$ cat src/rtl/bcd_convert_ctrl.sv
// Sequential 8-bit binary to 3-digit BCD converter (shift-and-add-3).
// One iteration per clock; 8 iterations, then a single DONE cycle.
module bcd_convert_ctrl (
    input  logic       clk,
    input  logic       rst_n,
    input  logic       start,
    input  logic [7:0] bin,
    output logic       busy,
    output logic       done,
    output logic [3:0] bcd100,
    output logic [3:0] bcd10,
    output logic [3:0] bcd1
);

    typedef enum logic [1:0] {
        IDLE  = 2'd0,
        SHIFT = 2'd1,
        DONE  = 2'd2
    } state_t;

    state_t      state_q, state_d;
    logic [7:0]  bin_q, bin_d;          // operand being shifted out MSB first
    logic [11:0] scratch_q, scratch_d;  // BCD digits being built
    logic [2:0]  cnt_q, cnt_d;          // iteration counter, 7 marks the last one
    logic [11:0] res_q, res_d;          // held result {hundreds, tens, units}
    logic [11:0] adj;                   // scratch after the add-3 correction

    function automatic logic [3:0] add3(input logic [3:0] d);
        return (d >= 4'd5) ? d + 4'd3 : d;
    endfunction

    // Correct every digit >= 5 before the shift so it carries into the next digit.
    always_comb begin
        adj = {add3(scratch_q[11:8]), add3(scratch_q[7:4]), add3(scratch_q[3:0])};
    end

    // Next-state and datapath: accept in IDLE/DONE, iterate in SHIFT.
    always_comb begin
        state_d   = state_q;
        bin_d     = bin_q;
        scratch_d = scratch_q;
        cnt_d     = cnt_q;
        res_d     = res_q;
        case (state_q)
            IDLE, DONE: begin
                // DONE accepts a new start too, giving back-to-back conversions.
                if (start) begin
                    state_d   = SHIFT;
                    bin_d     = bin;
                    scratch_d = '0;
                    cnt_d     = '0;
                end else begin
                    state_d = IDLE;
                end
            end
            SHIFT: begin
                // Hundreds digit is at most 1 before the last shift, so adj[11] is always 0.
                scratch_d = {adj[10:0], bin_q[7]};
                bin_d     = {bin_q[6:0], 1'b0};
                cnt_d     = cnt_q + 3'd1;
                if (cnt_q == 3'd7) begin
                    state_d = DONE;
                    res_d   = {adj[10:0], bin_q[7]};
                end
            end
            default: state_d = IDLE;
        endcase
    end

    // State and datapath registers; reset aborts any conversion in flight.
    always_ff @(posedge clk or negedge rst_n) begin
        if (!rst_n) begin
            state_q   <= IDLE;
            bin_q     <= '0;
            scratch_q <= '0;
            cnt_q     <= '0;
            res_q     <= '0;
        end else begin
            state_q   <= state_d;
            bin_q     <= bin_d;
            scratch_q <= scratch_d;
            cnt_q     <= cnt_d;
            res_q     <= res_d;
        end
    end

    // Status flags decode straight from state, so reset clears them immediately.
    always_comb begin
        busy   = (state_q == SHIFT);
        done   = (state_q == DONE);
        bcd100 = res_q[11:8];
        bcd10  = res_q[7:4];
        bcd1   = res_q[3:0];
    end

endmodule

$ cat config.mk
export PLATFORM = sky130hd
export DESIGN_NAME = bcd_convert_ctrl
export DESIGN_NICKNAME = d
export VERILOG_FILES = /design/src/rtl/bcd_convert_ctrl.sv
export SDC_FILE = /design/constraint.sdc
export NUM_CORES = 1
export LEC_CHECK = 0
export CAP_MARGIN = 20
export CELL_PAD_IN_SITES_DETAIL_PLACEMENT = 0
export CELL_PAD_IN_SITES_GLOBAL_PLACEMENT = 1
export CORE_UTILIZATION = 46
export CTS_BUF_LIST = sky130_fd_sc_hd__clkbuf_16
export DETAILED_ROUTE_END_ITERATION = 16
export GPL_ROUTABILITY_DRIVEN = 0
export PLACE_DENSITY = 0.86
export REMOVE_ABC_BUFFERS = 1
export SLEW_MARGIN = 5
export SYNTH_ARGS = -nofsm -noshare
export SYNTH_HDL_FRONTEND = slang
export SYNTH_SLANG_ARGS = --single-unit
$ cat constraint.sdc
create_clock -name clk -period 2.8 [get_ports clk]
set_input_delay 0.28 -clock clk [delete_from_list [all_inputs] [get_ports clk]]
set_output_delay 0.28 -clock clk [all_outputs]
set_load 0.005 [all_outputs]
==> metrics.log <==
INFO  metric status = completed
INFO  metric post-synth-top-count-cell = dfrtp_1
INFO  metric fp.coreArea = 0.00377 mm^2
INFO  metric vias_per_cell = 5.47
INFO  metric final_ws_setup = 679 ps
INFO  metric drt-wirelength-per-cell = 14.7 um
INFO  metric port-buffer-count = 24
INFO  metric rsz_0062_raised_after_global_routing = false
INFO  metric ant_nets = 0
INFO  metric tcrit_tclk_final = 0.757
INFO  metric cts.reportedPaths.clkPinSlew = 60 ps
INFO  metric total_nets_final = 220
INFO  metric critical_path.max_fanout = 12
INFO  metric tritoncts_clock_tree = yes
INFO  metric placementRows = 22
INFO  metric worstPathArrival = 1840 ps
INFO  metric timing.setup.critical_path_class = reg -> out
INFO  metric grt_ovf = 0
INFO  metric final_hold_viol_count = 0
INFO  metric globalRouteTotalUtil = 0.206
INFO  metric pwr_density_cell = 1250 mW/mm^2
INFO  metric numCtsBuffers = 5
INFO  metric die_width = 65.7 um
INFO  metric design.die.area = 0.00432 mm^2
INFO  metric area_growth = 22.9%
INFO  metric cts_root_buf = clkbuf_16
INFO  metric postSynth.asyncResetShare = 1.00
INFO  metric holdCritPathClass = in -> async
INFO  metric diodes = 0
INFO  metric via_count_of_the_first_global_routing_pass = 1424
INFO  metric synth_area_leaders = dfrtp_1, ha_1, mux2i_1, a21oi_1, nand2_1
INFO  metric antenna_violations_before_repair = 0
INFO  metric power.static_leakage = 0.988 nW
INFO  metric synth-edff-count = 0
INFO  metric fin_setup_tns = 0 ps
INFO  metric crit_required = 2520 ps
INFO  metric fin_cells = 250
INFO  metric synth_top_cell_by_area = dfrtp_1
INFO  metric worstSkewPairLatency = 280 ps
INFO  metric synth_seq_area_share = 0.496
INFO  metric synthesis.area_per_instance = 10.7 um^2
INFO  metric cts_hold_repair.buffers = 0
INFO  metric top_post_synthesis_cells_by_count = dfrtp_1, nand2_1, a21oi_1, o21ai_0, mux2i_1
INFO  metric synth.lib_cells_used.distinct = 25
INFO  metric netlist_instances = 175
INFO  metric final_layout_size_suffix_gt1_frac = 0.144
INFO  metric max_cap_viol_count = 0
INFO  metric fp.dieH = 65.7 um
INFO  metric dr_total_vias = 1367
INFO  metric synthDominantCellAreaShare = 0.496
INFO  metric placed_cell_area = 0.00213 mm^2
INFO  metric timing.reg2reg.worst_path_depth = 6
INFO  metric boundaryPins = 25
INFO  metric timing.final.max_slew_violations = 0
INFO  metric fmax = 472 MHz
INFO  metric drt_drc_violations_left = 0
INFO  metric drt_pass1_iterations = 4
INFO  metric grt_first_pass_wirelength = 6660 um
INFO  metric final_area = 0.00230 mm^2
INFO  metric max_slew_margin = 0.549
INFO  metric ir_worst_vdd = 0.000683 V
INFO  metric post_cts.repair.setup_buffers = 0
INFO  metric num-fill-cells = 312
INFO  metric post-place-cells = 242
INFO  metric end_kind = output pin
INFO  metric max-clock-path-buffers = 2
INFO  metric timing.final.crit_period = 2120 ps
INFO  metric detailedPlacementHpwl = 2520 um
INFO  metric syn_area = 0.00187 mm^2
INFO  metric ctsResizeCount = 0
INFO  metric worst_pin_slew = 674 ps
INFO  metric synthesis.yosys.warnings = 0
INFO  metric setup-violations-final = 0
INFO  metric dr.first_iter.drc_count = 87
INFO  metric clock_sinks = 37
INFO  metric dominantRegCellSynth = dfrtp_1
INFO  metric floorplan.initialDensity = 0.495
INFO  metric grt_max_degree = 38
INFO  metric h-tree-depth = 2
INFO  metric ys_ff_latch = 37
INFO  metric worst_clock_skew = 6.58 ps
INFO  metric startpoint_type = flop
INFO  metric dpl_worst_slack = 891 ps
INFO  metric finalWirelength = 3690 um
-- layout by cell type, fill, tap and decap left out --
| cell type | Yosys | routed |
|---|---|---|
| buf_4 | 0 | 4 |
| bufinv_16 | 0 | 1 |
| a21oi_1 | 15 | 15 |
| mux2_2 | 5 | 5 |
| clkinv_1 | 0 | 1 |
| xnor2_1 | 3 | 3 |
| a211oi_1 | 7 | 7 |
| a22o_1 | 2 | 2 |
| nand2b_4 | 1 | 1 |
| a22o_2 | 3 | 3 |
| inv_1 | 8 | 8 |
| clkbuf_16 | 0 | 5 |
| o2bb2ai_1 | 1 | 1 |
| a21oi_4 | 1 | 1 |
| inv_2 | 1 | 1 |
| o21ai_2 | 7 | 7 |
| nand2_1 | 20 | 20 |
| nor3b_1 | 5 | 5 |
| dfrtp_1 | 37 | 37 |
| nor3_1 | 3 | 3 |
| nand2b_1 | 3 | 3 |
| clkdlybuf4s50_1 | 0 | 24 |
| clkinvlp_4 | 0 | 1 |
| mux2i_1 | 9 | 9 |
| nor2b_1 | 8 | 8 |
| nand3_1 | 4 | 4 |
| o21ai_0 | 15 | 15 |
| ha_1 | 8 | 8 |
-- layer usage --
layer  part of all wire  vias to the layer above  global-route usage  wire, um
li1                   -                      660                   -         -
met1               0.45                      671               0.259      1670
met2               0.49                       31               0.344      1820
met3              0.040                        5              0.0503       146
met4              0.015                        0              0.0652        54
met5                  0                        -                   0         0
-- layout make-up --
| cell class | instances | area [um^2] | share of cell area |
|---|---|---|---|
| clock buffer | 5 | 125 | 0.0545 |
| clock inverter | 3 | 41.3 | 0.0180 |
| inverter | 9 | 33.8 | 0.0147 |
| multi-input combinational | 120 | 840 | 0.366 |
| sequential | 37 | 926 | 0.403 |
| tap | 48 | 60.1 | 0.0262 |
| timing repair buffer | 28 | 270 | 0.118 |
-- through the flow --
stage               hold slack [ps]  utilization  total power, mW
floorplan                     -15.6            -             1.78
global placement                464        0.565             2.18
detailed placement              478        0.565             2.25
CTS                             443        0.609             2.89
global route                    476        0.609             3.11
finish                          424        0.609             2.87
-- path summary, 6_finish.rpt --
check | startpoint | to | slack (ps)
max | state_q[1]$_DFFE_PN0P_ | busy | 680
max reg2reg | state_q[1]$_DFFE_PN0P_ | res_q[0]$_DFFE_PN0P_ | 890
min | rst_n | bin_q[5]$_DFFE_PN0P_ | 420
max in group asynchronous | rst_n | bin_q[2]$_DFFE_PN0P_ | 2050
min reg2reg | res_q[2]$_DFFE_PN0P_ | res_q[2]$_DFFE_PN0P_ | 480
min in group clk | res_q[2]$_DFFE_PN0P_ | res_q[2]$_DFFE_PN0P_ | 480
-- power by group --
group | total, mW | internal [mW] | switching [mW] | leakage, nW
logic | 1.25 | 0.625 | 0.626 | 0.456
clock network | 0.632 | 0.417 | 0.216 | 0.0775
registers | 0.991 | 0.791 | 0.200 | 0.455
total | 2.87 | 1.83 | 1.04 | 0.988
-- registers in the layout, summed over array words and instances (netlist names) --
register and cells:
bin_q 8, cnt_q 3, res_q 12, scratch_q 12
state_q 2
-- cells by family after synthesis --
kind of cell,Yosys count,synth area share
compound gates,51,0.180
simple gates,44,0.123
flops,37,0.496
buf+inv,18,0.0549
mux,14,0.0784
fa+ha+maj,8,0.0536
xor+xnor,3,0.0141
-- critical path, stage by stage (launching register included) --
cell and delay, ps:
dfrtp_1 370, buf_4 190, nand2b_4 240, inv_2 220
clkdlybuf4s50_1 550
No activity file was read; power rests on OpenSTA's default activity.
